File: config.mk
export PLATFORM = sky130hd
export DESIGN_NAME = mem_access_unit_flat
export DESIGN_NICKNAME = d
export VERILOG_FILES = /design/src/rtl/mem_access_unit_if.sv /design/src/rtl/mem_access_unit.sv /design/src/flat_wrapper.sv
export SDC_FILE = /design/constraint.sdc
export NUM_CORES = 1
export LEC_CHECK = 0
export BUFFER_PORTS_ARGS = -buffer_cell sky130_fd_sc_hd__buf_2
export CAP_MARGIN = 20
export CELL_PAD_IN_SITES_DETAIL_PLACEMENT = 0
export CELL_PAD_IN_SITES_GLOBAL_PLACEMENT = 1
export CORE_MARGIN = 2
export CORE_UTILIZATION = 25
export DETAILED_ROUTE_END_ITERATION = 12
export GPL_TIMING_DRIVEN = 0
export PLACE_DENSITY = 0.66
export SKIP_CTS_REPAIR_TIMING = 1
export SLEW_MARGIN = 20
export SYNTH_ARGS = -nofsm -noshare
export SYNTH_HDL_FRONTEND = slang
export SYNTH_SLANG_ARGS = --single-unit
export TNS_END_PERCENT = 30
File: constraint.sdc
create_clock -name clk -period 2.41 [get_ports clk]
set_input_delay 0.241 -clock clk [delete_from_list [all_inputs] [get_ports clk]]
set_output_delay 0.241 -clock clk [all_outputs]
set_load 0.1 [all_outputs]
File: src/rtl/mem_access_unit_if.sv
// Request, RAM and response signal bundle of mem_access_unit.
// slave = the access unit itself; master = the CPU/RAM side driving it.
interface mem_access_unit_if #(
  parameter int DEPTH_LOG2 = 11
);
  logic                  req_valid;
  logic                  req_ready;
  logic                  req_we;
  logic [1:0]            req_size;
  logic                  req_sign;
  logic [31:0]           req_addr;
  logic [31:0]           req_wdata;
  logic [DEPTH_LOG2-1:0] ram_addr;
  logic                  ram_we;
  logic [3:0]            ram_be;
  logic [31:0]           ram_wdata;
  logic [31:0]           ram_rdata;
  logic                  rsp_valid;
  logic [31:0]           rsp_rdata;
  logic                  rsp_err;

  modport slave (
    input  req_valid, req_we, req_size, req_sign, req_addr, req_wdata, ram_rdata,
    output req_ready, ram_addr, ram_we, ram_be, ram_wdata, rsp_valid, rsp_rdata, rsp_err
  );

  modport master (
    output req_valid, req_we, req_size, req_sign, req_addr, req_wdata, ram_rdata,
    input  req_ready, ram_addr, ram_we, ram_be, ram_wdata, rsp_valid, rsp_rdata, rsp_err
  );
endinterface

File: src/rtl/mem_access_unit.sv
// Data-memory access unit: byte/half/word loads and stores onto a word-wide sync RAM.
// Optional MEM_ACCESS_UNIT_ALIGN_CHECK_EN: misaligned half/word accesses fault instead of truncating the lane.
//
// state   | meaning
// IDLE    | ready, waiting for req_valid
// ACCESS  | RAM address presented; store writes here
// CAPTURE | load data returned, extract and extend
// RESP    | good response pulse
// ERR     | fault response pulse, no RAM access
module mem_access_unit #(
  parameter int          DEPTH_LOG2 = 11,
  parameter logic [31:0] BASE_ADDR  = 32'h0000_0000
) (
  input logic clk,
  input logic reset,
  mem_access_unit_if.slave bus
);

  typedef enum logic [2:0] {
    S_IDLE, S_ACCESS, S_CAPTURE, S_RESP, S_ERR
  } state_t;

  localparam logic [32:0] RANGE_LIMIT = 33'd4 << DEPTH_LOG2;

  state_t                state_q, state_nx;
  logic                  we_q, sign_q;
  logic [1:0]            size_q, lane_q;
  logic [DEPTH_LOG2-1:0] ram_addr_q;
  logic [31:0]           ram_wdata_q, rsp_rdata_q;

  logic [31:0] offset;
  logic [1:0]  lane_eff;
  logic        range_fault, align_fault, fault, accept, store_active;
  logic [31:0] wdata_rep, rdata_shift, load_ext;
  logic [3:0]  be_gen;

  assign offset      = bus.req_addr - BASE_ADDR;
  // negative offsets wrap to huge unsigned values and land here too
  assign range_fault = {1'b0, offset} >= RANGE_LIMIT;
  assign fault       = range_fault || (bus.req_size == 2'd3) || align_fault;
  assign accept      = (state_q == S_IDLE) && bus.req_valid;

`ifdef MEM_ACCESS_UNIT_ALIGN_CHECK_EN
  assign align_fault = ((bus.req_size == 2'd1) && offset[0]) ||
                       ((bus.req_size == 2'd2) && (offset[1:0] != 2'b00));
`else
  assign align_fault = 1'b0;
`endif

  always_comb begin
    lane_eff = offset[1:0];
    case (bus.req_size)
      2'd1:    lane_eff = {offset[1], 1'b0};
      2'd2:    lane_eff = 2'b00;
      default: lane_eff = offset[1:0];
    endcase
  end

  always_comb begin
    wdata_rep = bus.req_wdata;
    case (bus.req_size)
      2'd0:    wdata_rep = {4{bus.req_wdata[7:0]}};
      2'd1:    wdata_rep = {2{bus.req_wdata[15:0]}};
      default: wdata_rep = bus.req_wdata;
    endcase
  end

  always_comb begin
    be_gen = 4'b1111;
    case (size_q)
      2'd0:    be_gen = 4'b0001 << lane_q;
      2'd1:    be_gen = 4'b0011 << lane_q;
      default: be_gen = 4'b1111;
    endcase
  end

  // word loads always have lane 0, so the shifted word equals ram_rdata
  assign rdata_shift = bus.ram_rdata >> {lane_q, 3'b000};

  always_comb begin
    load_ext = rdata_shift;
    case (size_q)
      2'd0:    load_ext = {{24{sign_q & rdata_shift[7]}}, rdata_shift[7:0]};
      2'd1:    load_ext = {{16{sign_q & rdata_shift[15]}}, rdata_shift[15:0]};
      default: load_ext = rdata_shift;
    endcase
  end

  always_ff @(posedge clk) begin
    if (reset) state_q <= S_IDLE;
    else       state_q <= state_nx;
  end

  always_comb begin
    state_nx = state_q;
    case (state_q)
      S_IDLE:    if (bus.req_valid) state_nx = fault ? S_ERR : S_ACCESS;
      S_ACCESS:  state_nx = we_q ? S_RESP : S_CAPTURE;
      S_CAPTURE: state_nx = S_RESP;
      S_RESP:    state_nx = S_IDLE;
      S_ERR:     state_nx = S_IDLE;
      default:   state_nx = S_IDLE;
    endcase
  end

  always_ff @(posedge clk) begin
    if (reset) begin
      we_q        <= 1'b0;
      sign_q      <= 1'b0;
      size_q      <= 2'd0;
      lane_q      <= 2'd0;
      ram_addr_q  <= '0;
      ram_wdata_q <= '0;
      rsp_rdata_q <= '0;
    end else begin
      if (accept) begin
        we_q        <= bus.req_we;
        sign_q      <= bus.req_sign;
        size_q      <= bus.req_size;
        lane_q      <= lane_eff;
        rsp_rdata_q <= '0;
        if (!fault) begin
          ram_addr_q <= offset[DEPTH_LOG2+1:2];
          if (bus.req_we) ram_wdata_q <= wdata_rep;
        end
      end
      if (state_q == S_CAPTURE) rsp_rdata_q <= load_ext;
    end
  end

  // reset gates the strobe so a write coinciding with reset never lands
  assign store_active = (state_q == S_ACCESS) && we_q && !reset;

  always_comb begin
    bus.req_ready = (state_q == S_IDLE);
    bus.ram_we    = store_active;
    bus.ram_be    = store_active ? be_gen : 4'b0000;
    bus.ram_addr  = ram_addr_q;
    bus.ram_wdata = ram_wdata_q;
    bus.rsp_valid = (state_q == S_RESP) || (state_q == S_ERR);
    bus.rsp_err   = (state_q == S_ERR);
    bus.rsp_rdata = rsp_rdata_q;
  end

endmodule

File: src/flat_wrapper.sv
// flat-port wrapper written by rule: the top's interface ports become plain ports
module mem_access_unit_flat 
#(
  parameter int          DEPTH_LOG2 = 11,
  parameter logic [31:0] BASE_ADDR  = 32'h0000_0000
)
  (clk, reset, bus_req_valid, bus_req_we, bus_req_size, bus_req_sign, bus_req_addr, bus_req_wdata, bus_ram_rdata, bus_req_ready, bus_ram_addr, bus_ram_we, bus_ram_be, bus_ram_wdata, bus_rsp_valid, bus_rsp_rdata, bus_rsp_err);
  mem_access_unit_if #(.DEPTH_LOG2(DEPTH_LOG2)) bus_i ();
  input logic clk;
  input logic reset;
  input wire logic [$bits(bus_i.req_valid)-1:0] bus_req_valid;
  input wire logic [$bits(bus_i.req_we)-1:0] bus_req_we;
  input wire logic [$bits(bus_i.req_size)-1:0] bus_req_size;
  input wire logic [$bits(bus_i.req_sign)-1:0] bus_req_sign;
  input wire logic [$bits(bus_i.req_addr)-1:0] bus_req_addr;
  input wire logic [$bits(bus_i.req_wdata)-1:0] bus_req_wdata;
  input wire logic [$bits(bus_i.ram_rdata)-1:0] bus_ram_rdata;
  output wire logic [$bits(bus_i.req_ready)-1:0] bus_req_ready;
  output wire logic [$bits(bus_i.ram_addr)-1:0] bus_ram_addr;
  output wire logic [$bits(bus_i.ram_we)-1:0] bus_ram_we;
  output wire logic [$bits(bus_i.ram_be)-1:0] bus_ram_be;
  output wire logic [$bits(bus_i.ram_wdata)-1:0] bus_ram_wdata;
  output wire logic [$bits(bus_i.rsp_valid)-1:0] bus_rsp_valid;
  output wire logic [$bits(bus_i.rsp_rdata)-1:0] bus_rsp_rdata;
  output wire logic [$bits(bus_i.rsp_err)-1:0] bus_rsp_err;
  assign bus_i.req_valid = bus_req_valid;
  assign bus_i.req_we = bus_req_we;
  assign bus_i.req_size = bus_req_size;
  assign bus_i.req_sign = bus_req_sign;
  assign bus_i.req_addr = bus_req_addr;
  assign bus_i.req_wdata = bus_req_wdata;
  assign bus_i.ram_rdata = bus_ram_rdata;
  assign bus_req_ready = bus_i.req_ready;
  assign bus_ram_addr = bus_i.ram_addr;
  assign bus_ram_we = bus_i.ram_we;
  assign bus_ram_be = bus_i.ram_be;
  assign bus_ram_wdata = bus_i.ram_wdata;
  assign bus_rsp_valid = bus_i.rsp_valid;
  assign bus_rsp_rdata = bus_i.rsp_rdata;
  assign bus_rsp_err = bus_i.rsp_err;
  mem_access_unit #(.DEPTH_LOG2(DEPTH_LOG2), .BASE_ADDR(BASE_ADDR)) u_core (.clk(clk), .reset(reset), .bus(bus_i));
endmodule
# [Word-level counts from Yosys, hierarchy flattened]
# Cells that the tools add are included.
[totals] ff_bits=84 latchBits=0 ram_bits=0 mem_bits_ro=0 output_inout_bits=83 memories=0
[classes] n_addsub=0 multipliers=0 div=0 order_cmp=1 n_eq_ne=9 n_shift=3 n_mux=11 bitwise_logic=3 reduce_logical=12
[op_table] cell="$pmux W32 S2" n=2
[op_table] cell="$mux W32" n=2
[op_table] cell="$ge A32 B14 Y1 const B" n=1
[op_table] cell="$shr A32 B5 Y32" n=1
[op_table] cell="$pmux W3 S3" n=1
[op_table] cell="$pmux W4 S2" n=1
[op_table] cell="$eq A3 B2 Y1 const B" n=2
[op_table] cell="$mux W3" n=2
[op_table] cell="$eq A2 B1 Y1 const B" n=2
[op_table] cell="$eq A2 B2 Y1 const B" n=2
[op_table] cell="$logic_not A2 Y1" n=2
[op_table] cell="$mux W4" n=1
[op_table] cell="$pmux W2 S2" n=1
[op_table] cell="$shl A1 B2 Y4 const A" n=1
[op_table] cell="$shl A2 B2 Y4 const A" n=1
[op_table] cell="$eq A3 B1 Y1 const B" n=1
[op_table] cell="$eq A3 B3 Y1 const B" n=1
[op_table] cell="$logic_and A1 B1 Y1" n=3
[op_table] cell="$logic_not A3 Y1" n=1
[op_table] cell="$reduce_and A3 Y1" n=1
[op_table] cell="$and A1 B1 Y1" n=2
[op_table] cell="$logic_or A1 B1 Y1" n=2
[op_table] cell="$ne A2 B2 Y1 const B" n=1
[op_table] cell="$reduce_and A2 Y1" n=1
[op_table] cell="4 further kinds" n=4

# [Longest topological paths before layout]
[depth] depth_word=5 depth_mapped=8 ltp_nobuf=6

# [Worst setup path before layout]
# OpenSTA, ideal clock, no wires.
[synth_path] path_type="reg2out" start="reg u_core.state_q[1]" end="out bus_ram_be[2]" t_arrival_ns=6.049 slack_ns=-3.880 stages_incl_launch_ff=4 cell_sequence="dfxtp_1 -> buf_2 -> nor4_1 -> a21boi_0"
[synth_between] elab_chain_cells=4
[synth_lines] element="from (decl)" line="mem_access_unit.sv:25" text="state_t state_q, state_nx;"
[synth_lines] element="from (signal assigned)" line="mem_access_unit.sv:91" text="else state_q <= state_nx;"
[synth_lines] element="$eq A3 B1 Y1" line="mem_access_unit.sv:132" text="assign store_active = (state_q == S_ACCESS) && we_q && !reset;"
[synth_lines] element="$logic_and A1 B1 Y1 (2 in a row)" line="mem_access_unit.sv:132"
[synth_lines] element="net bus_ram_we" line="flat_wrapper.sv:20" text="output wire logic [$bits(bus_i.ram_we)-1:0] bus_ram_we;"
[synth_lines] element="$mux W4" line="mem_access_unit.sv:137" text="bus.ram_be = store_active ? be_gen : 4'b0000;"
[synth_lines] element="to (decl)" line="flat_wrapper.sv:21" text="output wire logic [$bits(bus_i.ram_be)-1:0] bus_ram_be;"
# The timed path passes the listed nets, and every way through them passes these cells.

# [Worst setup path in the final report]
[layout_path] start="reg u_core.state_q[1]" end="reg u_core.rsp_rdata_q[26], in the netlist u_core.bus.rsp_rdata[26]"
[layout_between] elab_chain_cells=3 elab_cells_between_ends=5 classes_between="eq/ne (1); mux (1); reduce/logical (3)"
[layout_lines] element="$logic_not A3 Y1" line="mem_access_unit.sv:41" text="assign accept = (state_q == S_IDLE) && bus.req_valid;"
[layout_lines] element="$logic_and A1 B1 Y1" line="mem_access_unit.sv:41"
[layout_lines] element="$reduce_bool A2 Y1 (no source line)"
[layout_lines] element="to (signal assigned)" line="mem_access_unit.sv:127" text="if (state_q == S_CAPTURE) rsp_rdata_q <= load_ext;"
[layout_lines] element="to (decl)" line="mem_access_unit.sv:29" text="logic [31:0] ram_wdata_q, rsp_rdata_q;"
# Several ways; a longest one is shown, not always the timed one.
# A chain may end at the register's enable or synchronous reset.

==> impl_metrics.yaml <==
power:
  power.total_mw: 3.12
  power.internal_mw: 2.35
  p_leak_nw: 2.37
  p_seq_frac: 0.448
  comb_power_share: 0.126
  ir_worst_vdd_v: 0.000369
  switchingPower_mw: 0.775
  p_sw_frac: 0.248
  p_per_area_mw_per_mm2: 550
  pwr-share-clk: 0.427
worst_setup_path:
  arrival_ns: 2.38
  critical_path.top_delay_family: "simple AND/OR/NAND/NOR gates"
  cp_max_fo: 10
  cp-start-kind: "flip-flop"
  crit_buf_inv: 2
  max_stage_delay_ns: 0.50
  end_kind: "flip-flop"
  path_cells: "buf_2 -> nor3b_4 -> nor3_1 -> clkbuf_1 -> a221o_2"
  path_class: "reg -> reg"
  critical_path_required_ns: 2.63
  crit_slowest_cell: "nor3b_4"
global_routing:
  grt_use_total: 0.170
  grt_antenna_before_repair: 1
  grt_pass1_wl_mm: 23.6
  grt_max_degree: 13
  grt_pass1_vias: 4337
  grt.overflow.total: 0
placement:
  portBuffers: 184
  gp_congestion: 0.812
  dp_hpwl_mm: 12.0
  place_area_mm2: 0.00540
  placed_cells: 870
synthesis:
  ys_warn_count: 0
  synth_top_family_by_area: "compound AO/OA/AOI/OAI gates"
  synth-seq-area-share: 0.403
  muxShareOfSynthArea: 0.106
  synthesis.nets: 572
  synth_edf_count: 0
  synthAdderAreaFrac: 0.00898
  synth-xor-area-share: 0.00419
  synthArstFlopShare: 0
  yosys.area_share.simple: 0.167
  synth_compound_area_frac: 0.253
  syn-cell-area_mm2: 0.00418
  synth-main-ff-cell: "dfxtp_1"
  yosysUniqueCellTypes: 45
  postSynthCellCount: 466
  ys_ff_latch: 84
  avgSynthCellArea_um2: 8.97
detailed_routing:
  vias_per_cell: 4.96
  dr.pass1.iters: 4
  wl_per_cell_um: 17.0
  wl_mm: 15.0
  drc: 0
  drtIter0Drc: 202
  vias: 4376
  antenna_left: 0
floorplanning:
  io_pins: 186
  die_w_um: 133
  start_util: 0.254
  die_h_um: 133
  core_mm2: 0.0165
  rows: 47
  die-area_mm2: 0.0178
finish:
  fin_cells: 883
  final_area_mm2: 0.00568
  synthToLayoutAreaGrowth_pct: 35.9
  drive_above_1_share: 0.386
  diodes: 0
  seq_area_mm2: 0.00168
  final_util: 0.345
  nets: 766
  multiInputGateArea_mm2: 0.00229
  n_fill_cell: 1767
  most-common-layout-cells: "buf_2, dfxtp_1, a21oi_1"
  final_common_cell: "buf_2"
clock_tree:
  cts.path.max_buffers: 2
  cts_tree: "built"
  htree_levels: 3
  clkTransAtPathRegs_ns: 0.06
  cts_buffers: 9
  root_buffer: "clkbuf_16"
  clock_latency_ns: 0.34
  cts.sinks: 84
flow_run:
  max_cap_viol_count: 0
timing:
  fin_worst_skew_ns: 0.00785
  min_period_ns: 2.16
  slew_viol_final: 0
  tightest_slew_ns: 0.788
  hold_viol: 0
  tns_ns: 0
  fmax_ghz: 0.463
  fin_crit_sh: 0.896
  relSlewSlack: 0.471
  grt_setup_unrepaired: "no"
  setup_viol: 0
run_status:
  status: "completed"
worst_hold_path:
  hold_path.class: "in -> reg"
-- Yosys cell counts, types with 2 or more instances --
master    number  share of area
a22oi_1        8          0.014
buf_1          4         0.0036
ha_1           3         0.0090
nor4_1         6         0.0090
and2_1         3         0.0045
nand2_1       23          0.021
mux2i_1       15          0.036
a21oi_1       73          0.087
buf_4          3         0.0054
nand3_1       14          0.017
buf_6          3         0.0081
a221o_2       16          0.043
nor2_1        12          0.011
nand3b_1       9          0.016
mux2_2        10          0.027
buf_2          8         0.0096
and3_1         3         0.0045
nor2b_1        2         0.0030
mux4_2         8          0.043
o21ai_0       58          0.069
dfxtp_1       84           0.40
nand4_1       10          0.015
o21a_1         3         0.0054
clkbuf_1      30          0.027
inv_1          5         0.0045
nor3_1         4         0.0048
a22o_1         8          0.017
or3_1         24          0.036
-- tightest hold or removal path, cell delays in order --
cell	delay (ns)
buf_2	0.10
nand3_1	0.05
a21oi_1	0.05
-- cell families (layout without fill, tap and decap cells) --
group / after synthesis / count (layout)
AND/OR/NAND/NOR: 119 / 119
multiplexers: 33 / 33
buffers and inverters: 53 / 250
AO/OA/AOI/OAI: 172 / 172
adder cells (fa/ha/maj): 3 / 3
flip-flops: 84 / 84
XOR/XNOR: 2 / 2
-- final timing paths --
check | to | slack [ns] | depth (start not counted) | start
worst max-delay path | u_core.bus.rsp_rdata[26]$_SDFFE_PP0P_ | 0.25 | 5 | u_core.state_q[1]$_SDFFE_PP0P_
worst min-delay path | u_core.bus.ram_addr[8]$_SDFFE_PP0P_ | 0.15 | 3 | bus_req_addr[10]
worst max register to register | u_core.bus.rsp_rdata[26]$_SDFFE_PP0P_ | 0.25 | 5 | u_core.state_q[1]$_SDFFE_PP0P_
worst min register to register | u_core.bus.rsp_rdata[11]$_SDFFE_PP0P_ | 0.45 | 2 | u_core.bus.rsp_rdata[11]$_SDFFE_PP0P_
-- power groups by stage --
stage / Combinational (mW) / Sequential (mW) / Clock (mW)
floorplan: 0.219 / 1.43 / 0
global placement: 0.392 / 1.43 / 0
detailed placement: 0.395 / 1.43 / 0
CTS: 0.396 / 1.40 / 1.37
global route: 0.428 / 1.40 / 1.43
finish: 0.392 / 1.40 / 1.33
-- stage by stage --
step / hold slack (ns) / worst slack, ns
after floorplan: 0.377 / -0.524
after detailed placement: 0.438 / 0.0133
after global placement: 0.448 / 0.0253
final: 0.145 / 0.250
after global routing: 0.145 / 0.0918
after CTS: 0.131 / -0.0974
-- flip-flops by register name, summed over array words and instances, names as in the netlist --
name / count
u_core.bus.ram_wdata: 32
u_core.sign_q: 1
u_core.bus.rsp_rdata: 32
u_core.bus.ram_addr: 11
u_core.we_q: 1
u_core.state_q: 3
u_core.size_q: 2
u_core.lane_q: 2
-- per-layer routing --
metal,vias to the layer above,track usage,routed length (um)
met4,2,0.0697,316
met5,-,0,13
met1,2037,0.213,6470
met3,25,0.0396,1140
li1,2123,-,-
met2,189,0.283,7100
-- layout make-up --
type,count,area share
Buffer,47,0.0388
Clock buffer,11,0.0410
Clock inverter,3,0.00705
Inverter,5,0.00331
Multi-Input combinational cell,329,0.403
Sequential cell,84,0.296
Tap cell,220,0.0485
Timing Repair Buffer,184,0.162
Note: power is estimated with default switching activity, not from simulation.
